### src/rtl/spi_slave_if.sv
// spi_slave_if: 4-wire SPI slave front end for the single-port RAM.
// Deserialises 10-bit MOSI frames {cmd[1:0], byte[7:0]} onto rx_data with a
// one-cycle rx_valid strobe. It serialises the 8-bit RAM read response back
// out on MISO, MSB first.
// Optional feature macro: SPI_SLAVE_RD_ORDER_EN (read-order guard). When it is
// defined, a read-data frame is only accepted after a read-address frame.
//
// state     | meaning
// ----------+------------------------------------------------------------
// IDLE      | waiting for SS_n low; MISO held at 0
// CHK_CMD   | sampling d9 to choose the write or read branch
// WRITE     | write-address / write-data frame (d9 = 0)
// READ_ADD  | read-address frame (also the common read path without guard)
// READ_DATA | read-data frame: receive, wait for tx_valid, shift out MISO
//
// Inside the three frame states, a sub-phase tracks the frame's progress:
// receive bits, wait for RAM data, transmit, done (ignore MOSI until SS_n high).

module spi_slave_if (
  input  logic       clk,
  input  logic       rst,
  input  logic       SS_n,
  input  logic       MOSI,
  output logic       MISO,
  output logic [9:0] rx_data,
  output logic       rx_valid,
  input  logic [7:0] tx_data,
  input  logic       tx_valid
);

`ifdef SPI_SLAVE_RD_ORDER_EN
  localparam bit RD_ORDER_EN = 1'b1;
`else
  localparam bit RD_ORDER_EN = 1'b0;
`endif

  typedef enum logic [2:0] {
    IDLE      = 3'd0,
    CHK_CMD   = 3'd1,
    WRITE     = 3'd2,
    READ_ADD  = 3'd3,
    READ_DATA = 3'd4
  } state_t;

  typedef enum logic [1:0] {
    PH_RX   = 2'd0,
    PH_WAIT = 2'd1,
    PH_TX   = 2'd2,
    PH_DONE = 2'd3
  } phase_t;

  state_t     state, state_nxt;
  phase_t     phase, phase_nxt;

  logic [3:0] bit_cnt;       // down-counter shared by the receive and transmit phases
  logic [8:0] rx_shift;
  logic [7:0] tx_shift;
  logic       rd_addr_seen;

  logic       abort;
  logic       cmd_shift;
  logic       data_shift;
  logic       rx_last;
  logic       tx_load;
  logic       tx_shift_en;
  logic       tx_end;
  logic [9:0] rx_word;

  // State and phase register.
  always_ff @(posedge clk) begin
    if (rst) begin
      state <= IDLE;
      phase <= PH_RX;
    end else begin
      state <= state_nxt;
      phase <= phase_nxt;
    end
  end

  // Next-state decode and per-cycle datapath controls.
  always_comb begin
    state_nxt   = state;
    phase_nxt   = phase;
    abort       = 1'b0;
    cmd_shift   = 1'b0;
    data_shift  = 1'b0;
    rx_last     = 1'b0;
    tx_load     = 1'b0;
    tx_shift_en = 1'b0;
    tx_end      = 1'b0;
    rx_word     = {rx_shift, MOSI};

    if (state != IDLE && SS_n) begin
      abort     = 1'b1;
      state_nxt = IDLE;
      phase_nxt = PH_RX;
    end else begin
      case (state)
        IDLE: begin
          if (!SS_n) begin
            state_nxt = CHK_CMD;
            phase_nxt = PH_RX;
          end
        end
        CHK_CMD: begin
          cmd_shift = 1'b1;
          if (!MOSI)
            state_nxt = WRITE;
          else if (RD_ORDER_EN && rd_addr_seen)
            state_nxt = READ_DATA;
          else
            state_nxt = READ_ADD;
        end
        default: begin
          case (phase)
            PH_RX: begin
              if (bit_cnt == 4'd0) begin
                rx_last   = 1'b1;
                phase_nxt = (state == READ_DATA) ? PH_WAIT : PH_DONE;
              end else begin
                data_shift = 1'b1;
              end
              // Without the guard, d8 (the first bit here) picks the read flavour.
              if (!RD_ORDER_EN && state == READ_ADD && bit_cnt == 4'd8 && MOSI)
                state_nxt = READ_DATA;
            end
            PH_WAIT: begin
              if (tx_valid) begin
                tx_load   = 1'b1;
                phase_nxt = PH_TX;
              end
            end
            PH_TX: begin
              tx_shift_en = 1'b1;
              if (bit_cnt == 4'd0) begin
                tx_end    = 1'b1;
                phase_nxt = PH_DONE;
              end
            end
            default: begin
              phase_nxt = PH_DONE;
            end
          endcase
        end
      endcase
    end

    // The guard makes the command bit follow the branch actually taken.
    if (RD_ORDER_EN) begin
      if (state == READ_DATA)
        rx_word[8] = 1'b1;
      else if (state == READ_ADD)
        rx_word[8] = 1'b0;
    end
  end

  // Shift registers, bit counter, outputs and the read-order flag.
  always_ff @(posedge clk) begin
    if (rst) begin
      bit_cnt      <= 4'd0;
      rx_shift     <= 9'd0;
      tx_shift     <= 8'd0;
      rx_data      <= 10'd0;
      rx_valid     <= 1'b0;
      MISO         <= 1'b0;
      rd_addr_seen <= 1'b0;
    end else begin
      rx_valid <= rx_last;
      MISO     <= tx_shift_en ? tx_shift[7] : 1'b0;

      if (rx_last)
        rx_data <= rx_word;

      if (abort)
        rx_shift <= 9'd0;
      else if (cmd_shift || data_shift)
        rx_shift <= {rx_shift[7:0], MOSI};

      if (abort)
        bit_cnt <= 4'd0;
      else if (cmd_shift)
        bit_cnt <= 4'd8;
      else if (tx_load)
        bit_cnt <= 4'd7;
      else if ((data_shift || tx_shift_en) && bit_cnt != 4'd0)
        bit_cnt <= bit_cnt - 4'd1;

      if (abort)
        tx_shift <= 8'd0;
      else if (tx_load)
        tx_shift <= tx_data;
      else if (tx_shift_en)
        tx_shift <= {tx_shift[6:0], 1'b0};

      if (rx_last && state == READ_ADD)
        rd_addr_seen <= 1'b1;
      else if (tx_end)
        rd_addr_seen <= 1'b0;
    end
  end

endmodule

### config.mk
export PLATFORM = sky130hd
export DESIGN_NAME = spi_slave_if
export DESIGN_NICKNAME = d
export VERILOG_FILES = /design/src/rtl/spi_slave_if.sv
export SDC_FILE = /design/constraint.sdc
export NUM_CORES = 1
export LEC_CHECK = 0
export CORE_MARGIN = 1.5
export CORE_UTILIZATION = 53
export CTS_BUF_LIST = sky130_fd_sc_hd__clkbuf_8
export DETAILED_ROUTE_END_ITERATION = 7
export PLACE_DENSITY = 0.78
export RECOVER_POWER = 50
export SYNTH_ARGS = -nofsm -noshare
export SYNTH_HDL_FRONTEND = slang
export SYNTH_SLANG_ARGS = --single-unit
export TNS_END_PERCENT = 1
### constraint.sdc
create_clock -name clk -period 4.5 [get_ports clk]
set_input_delay 0.675 -clock clk [delete_from_list [all_inputs] [get_ports clk]]
set_output_delay 0.675 -clock clk [all_outputs]
set_load 0.1 [all_outputs]
==> flow_metrics.env <==
export IMPL_ant_nets=0
export IMPL_ios=25
export IMPL_r2r_slack_ns=2.28
export IMPL_num_rows=20
export IMPL_firstDrtPassIters=4
export IMPL_path_clk_slew_ns=0.07
export IMPL_async_reset_ff_frac=0
export IMPL_worstSkewPairLatency_ns=0.29
export IMPL_cp_slowest_stage_delay_ns=0.90
export IMPL_grt_pass1_vias=1328
export IMPL_synth_area_leaders="dfxtp_1, mux2i_1, a21oi_1"
export IMPL_vdd_ir_drop_max_mv=0.297
export IMPL_dieWidth_um=59.7
export IMPL_die_h_um=59.7
export IMPL_wl_per_cell_um=14.0
export IMPL_via_count=1376
export IMPL_cts_sinks=38
export IMPL_port_buffers=24
export IMPL_critPathCaptureType="register"
export IMPL_synth_ff_type="dfxtp_1"
export IMPL_cp_start_kind="primary input"
export IMPL_ys_seq_area_frac=0.447
export IMPL_dieArea_mm2=0.00356
export IMPL_critPathKind="primary input to register"
export IMPL_crit_start="SS_n"
export IMPL_clockBufferDepth=2
export IMPL_cts_root_buffer_cell="clkbuf_8"
export IMPL_htree_levels=2
export IMPL_cts_buffers=5
export IMPL_drt_wl_total_um=3380
export IMPL_finalSetupViolCount=0
export IMPL_synth_cells=174
export IMPL_min_path_type="register to register"
export IMPL_ys_types=43
export IMPL_pwr_density_cell_mw_per_mm2=366
export IMPL_required_ns=4.72
export IMPL_coreArea_mm2=0.00305
export IMPL_outcome="completed"
export IMPL_rsz0062_at_grt="false"
export IMPL_cts_hold_buffers_added=0
export IMPL_timing_fmax_ghz=0.386
export IMPL_syn_nets=189
export IMPL_crit_slowest_cell="nor4_1"
export IMPL_antenna_found_initial=0
export IMPL_start_util=0.557
export IMPL_skew_ns=0.00710
export IMPL_max_cap_viol_count=0
export IMPL_yosysTopAreaCellShare=0.447
export IMPL_grt_ovfl_total=0
export IMPL_layout_common_cells="dfxtp_1, a21oi_1, clkdlybuf4s50_1"
export IMPL_yosysWarnings=0
export IMPL_rr_worst_depth=6
export IMPL_cts_tree="built"
export IMPL_crit_path_end="bit_cnt[1]$_SDFFE_PP0P_"
export IMPL_drive_above_1_share=0.127
export IMPL_syn_area_per_cell_um2=9.78
export IMPL_place_gp_congestion=0.786
export IMPL_ys_ff_latch=38
export IMPL_diodes=0
export IMPL_dp_hpwl_um=2360
export IMPL_slew_violations=0
export IMPL_reg2reg_to="bit_cnt[1]$_SDFFE_PP0P_"
export IMPL_ctsResizeCount=0
export IMPL_post_cts_buffers=0
export IMPL_min_period_ns=2.59
export IMPL_vias_per_cell=5.71
export IMPL_grt_max_degree=23
export IMPL_setup_tns_ns=0
export IMPL_drc_errors=0
export IMPL_syn2layout_area_growth_pct=21.5
export IMPL_synth_edf_count=0
export IMPL_grt_pass1_wl_um=5800
export IMPL_final_nets=211
export IMPL_hold_viol=0
export IMPL_critPathMaxFanout=11
export IMPL_min_period_over_period=0.575
export IMPL_tightest_slew_ns=0.998
export IMPL_path_cells="dlygate4sd3_1 > nor4_1 > mux2_2 > a21oi_1"
export IMPL_slew_headroom=0.329
export IMPL_p_leak_uw=0.000726
export IMPL_grt_usage=0.217
export IMPL_final_common_cell="dfxtp_1"
export IMPL_fin_util=0.677
export IMPL_drtIter0Drc=37
export IMPL_netlist_area_mm2=0.00170
export IMPL_synth_area_leader_cell="dfxtp_1"
export IMPL_r2r_start="bit_cnt[0]$_SDFFE_PP0P_"
export IMPL_critPathArrivalTime_ns=2.81
## worst max-delay path, delay by kind of cell
family          cells  cell delay, ns
simple gates        1            0.90
compound gates      1            0.13
mux                 1            0.41
buf+inv             1            0.70
## through the flow
stage	total power [uW]	instance area, um^2	instances	worst slack (ns)	hold WS [ns]
2_1_floorplan	402	1700	174	2.73	0.432
3_3_place_gp	419	1940	233	1.86	0.439
3_5_place_dp	421	1940	233	1.83	0.449
4_1_cts	762	2080	241	2.04	0.461
5_1_grt	788	2070	241	1.73	0.476
6_report	756	2070	241	1.91	0.457
## power by group
part	leakage (uW)	switching, uW	internal [uW]	total, uW
sequential	0.000307	5.47	340	346
combinational	0.000351	39.6	26.4	66.1
clock	0.0000683	122	222	344
total	0.000726	167	589	756
## logic make-up after synthesis
family / after synthesis / share of synthesized area
simple gates: 54 / 0.190
compound gates: 53 / 0.230
flops: 38 / 0.447
buf+inv: 14 / 0.0419
mux: 12 / 0.0713
fa+ha+maj: 2 / 0.0147
xor+xnor: 1 / 0.00515
## routing by layer
layer / wire length, um / share of wire / global-route usage / vias to the layer above
met5: 0 / 0 / 0 / -
li1: - / - / - / 671
met2: 1690 / 0.50 / 0.359 / 29
met3: 130 / 0.038 / 0.0455 / 7
met1: 1510 / 0.45 / 0.270 / 669
met4: 53 / 0.016 / 0.0952 / 0
## how the worst min path moves through the flow
| stage | start | endpoint | slack (ns) | depth (start not counted) |
|---|---|---|---|---|
| final | tx_shift[1]$_SDFFE_PP0P_ | tx_shift[1]$_SDFFE_PP0P_ | 0.46 | 2 |
| after global routing | tx_shift[1]$_SDFFE_PP0P_ | tx_shift[1]$_SDFFE_PP0P_ | 0.48 | 2 |
| after CTS | tx_shift[1]$_SDFFE_PP0P_ | tx_shift[1]$_SDFFE_PP0P_ | 0.46 | 2 |
| after floorplan | tx_shift[7]$_SDFFE_PP0P_ | tx_shift[7]$_SDFFE_PP0P_ | 0.43 | 2 |
| after detailed placement | tx_shift[7]$_SDFFE_PP0P_ | tx_shift[7]$_SDFFE_PP0P_ | 0.45 | 2 |
| after global placement | tx_shift[7]$_SDFFE_PP0P_ | tx_shift[7]$_SDFFE_PP0P_ | 0.44 | 2 |
## registers in the layout, indices dropped and copies added, names as in the netlist
register,count
tx_shift,8
rx_valid,1
rx_shift,9
MISO,1
bit_cnt,4
rx_data,10
state,3
phase,2
## final cells by class
type                    instances  area (um^2)
fillers                       257          986
clock inverters                 3         68.8
clock buffers                   5         68.8
multi-input cells             122          855
flip-flops and latches         38          761
inverters                       5         18.8
repair buffers                 24          240
well taps                      44         55.1
## synth_stat cells (2+ instances only)
| library cell | number |
|---|---|
| nand2_1 | 11 |
| o21a_1 | 2 |
| nor3_1 | 3 |
| nor2_1 | 14 |
| and3b_1 | 2 |
| ha_1 | 2 |
| buf_2 | 3 |
| a21o_1 | 2 |
| dfxtp_1 | 38 |
| a22oi_1 | 8 |
| nand3_1 | 9 |
| and3_1 | 2 |
| a21bo_2 | 9 |
| a211oi_1 | 3 |
| mux2i_1 | 11 |
| clkbuf_1 | 4 |
| buf_6 | 2 |
| a21oi_1 | 21 |
| inv_1 | 4 |
No activity file was read; power rests on OpenSTA's default activity.
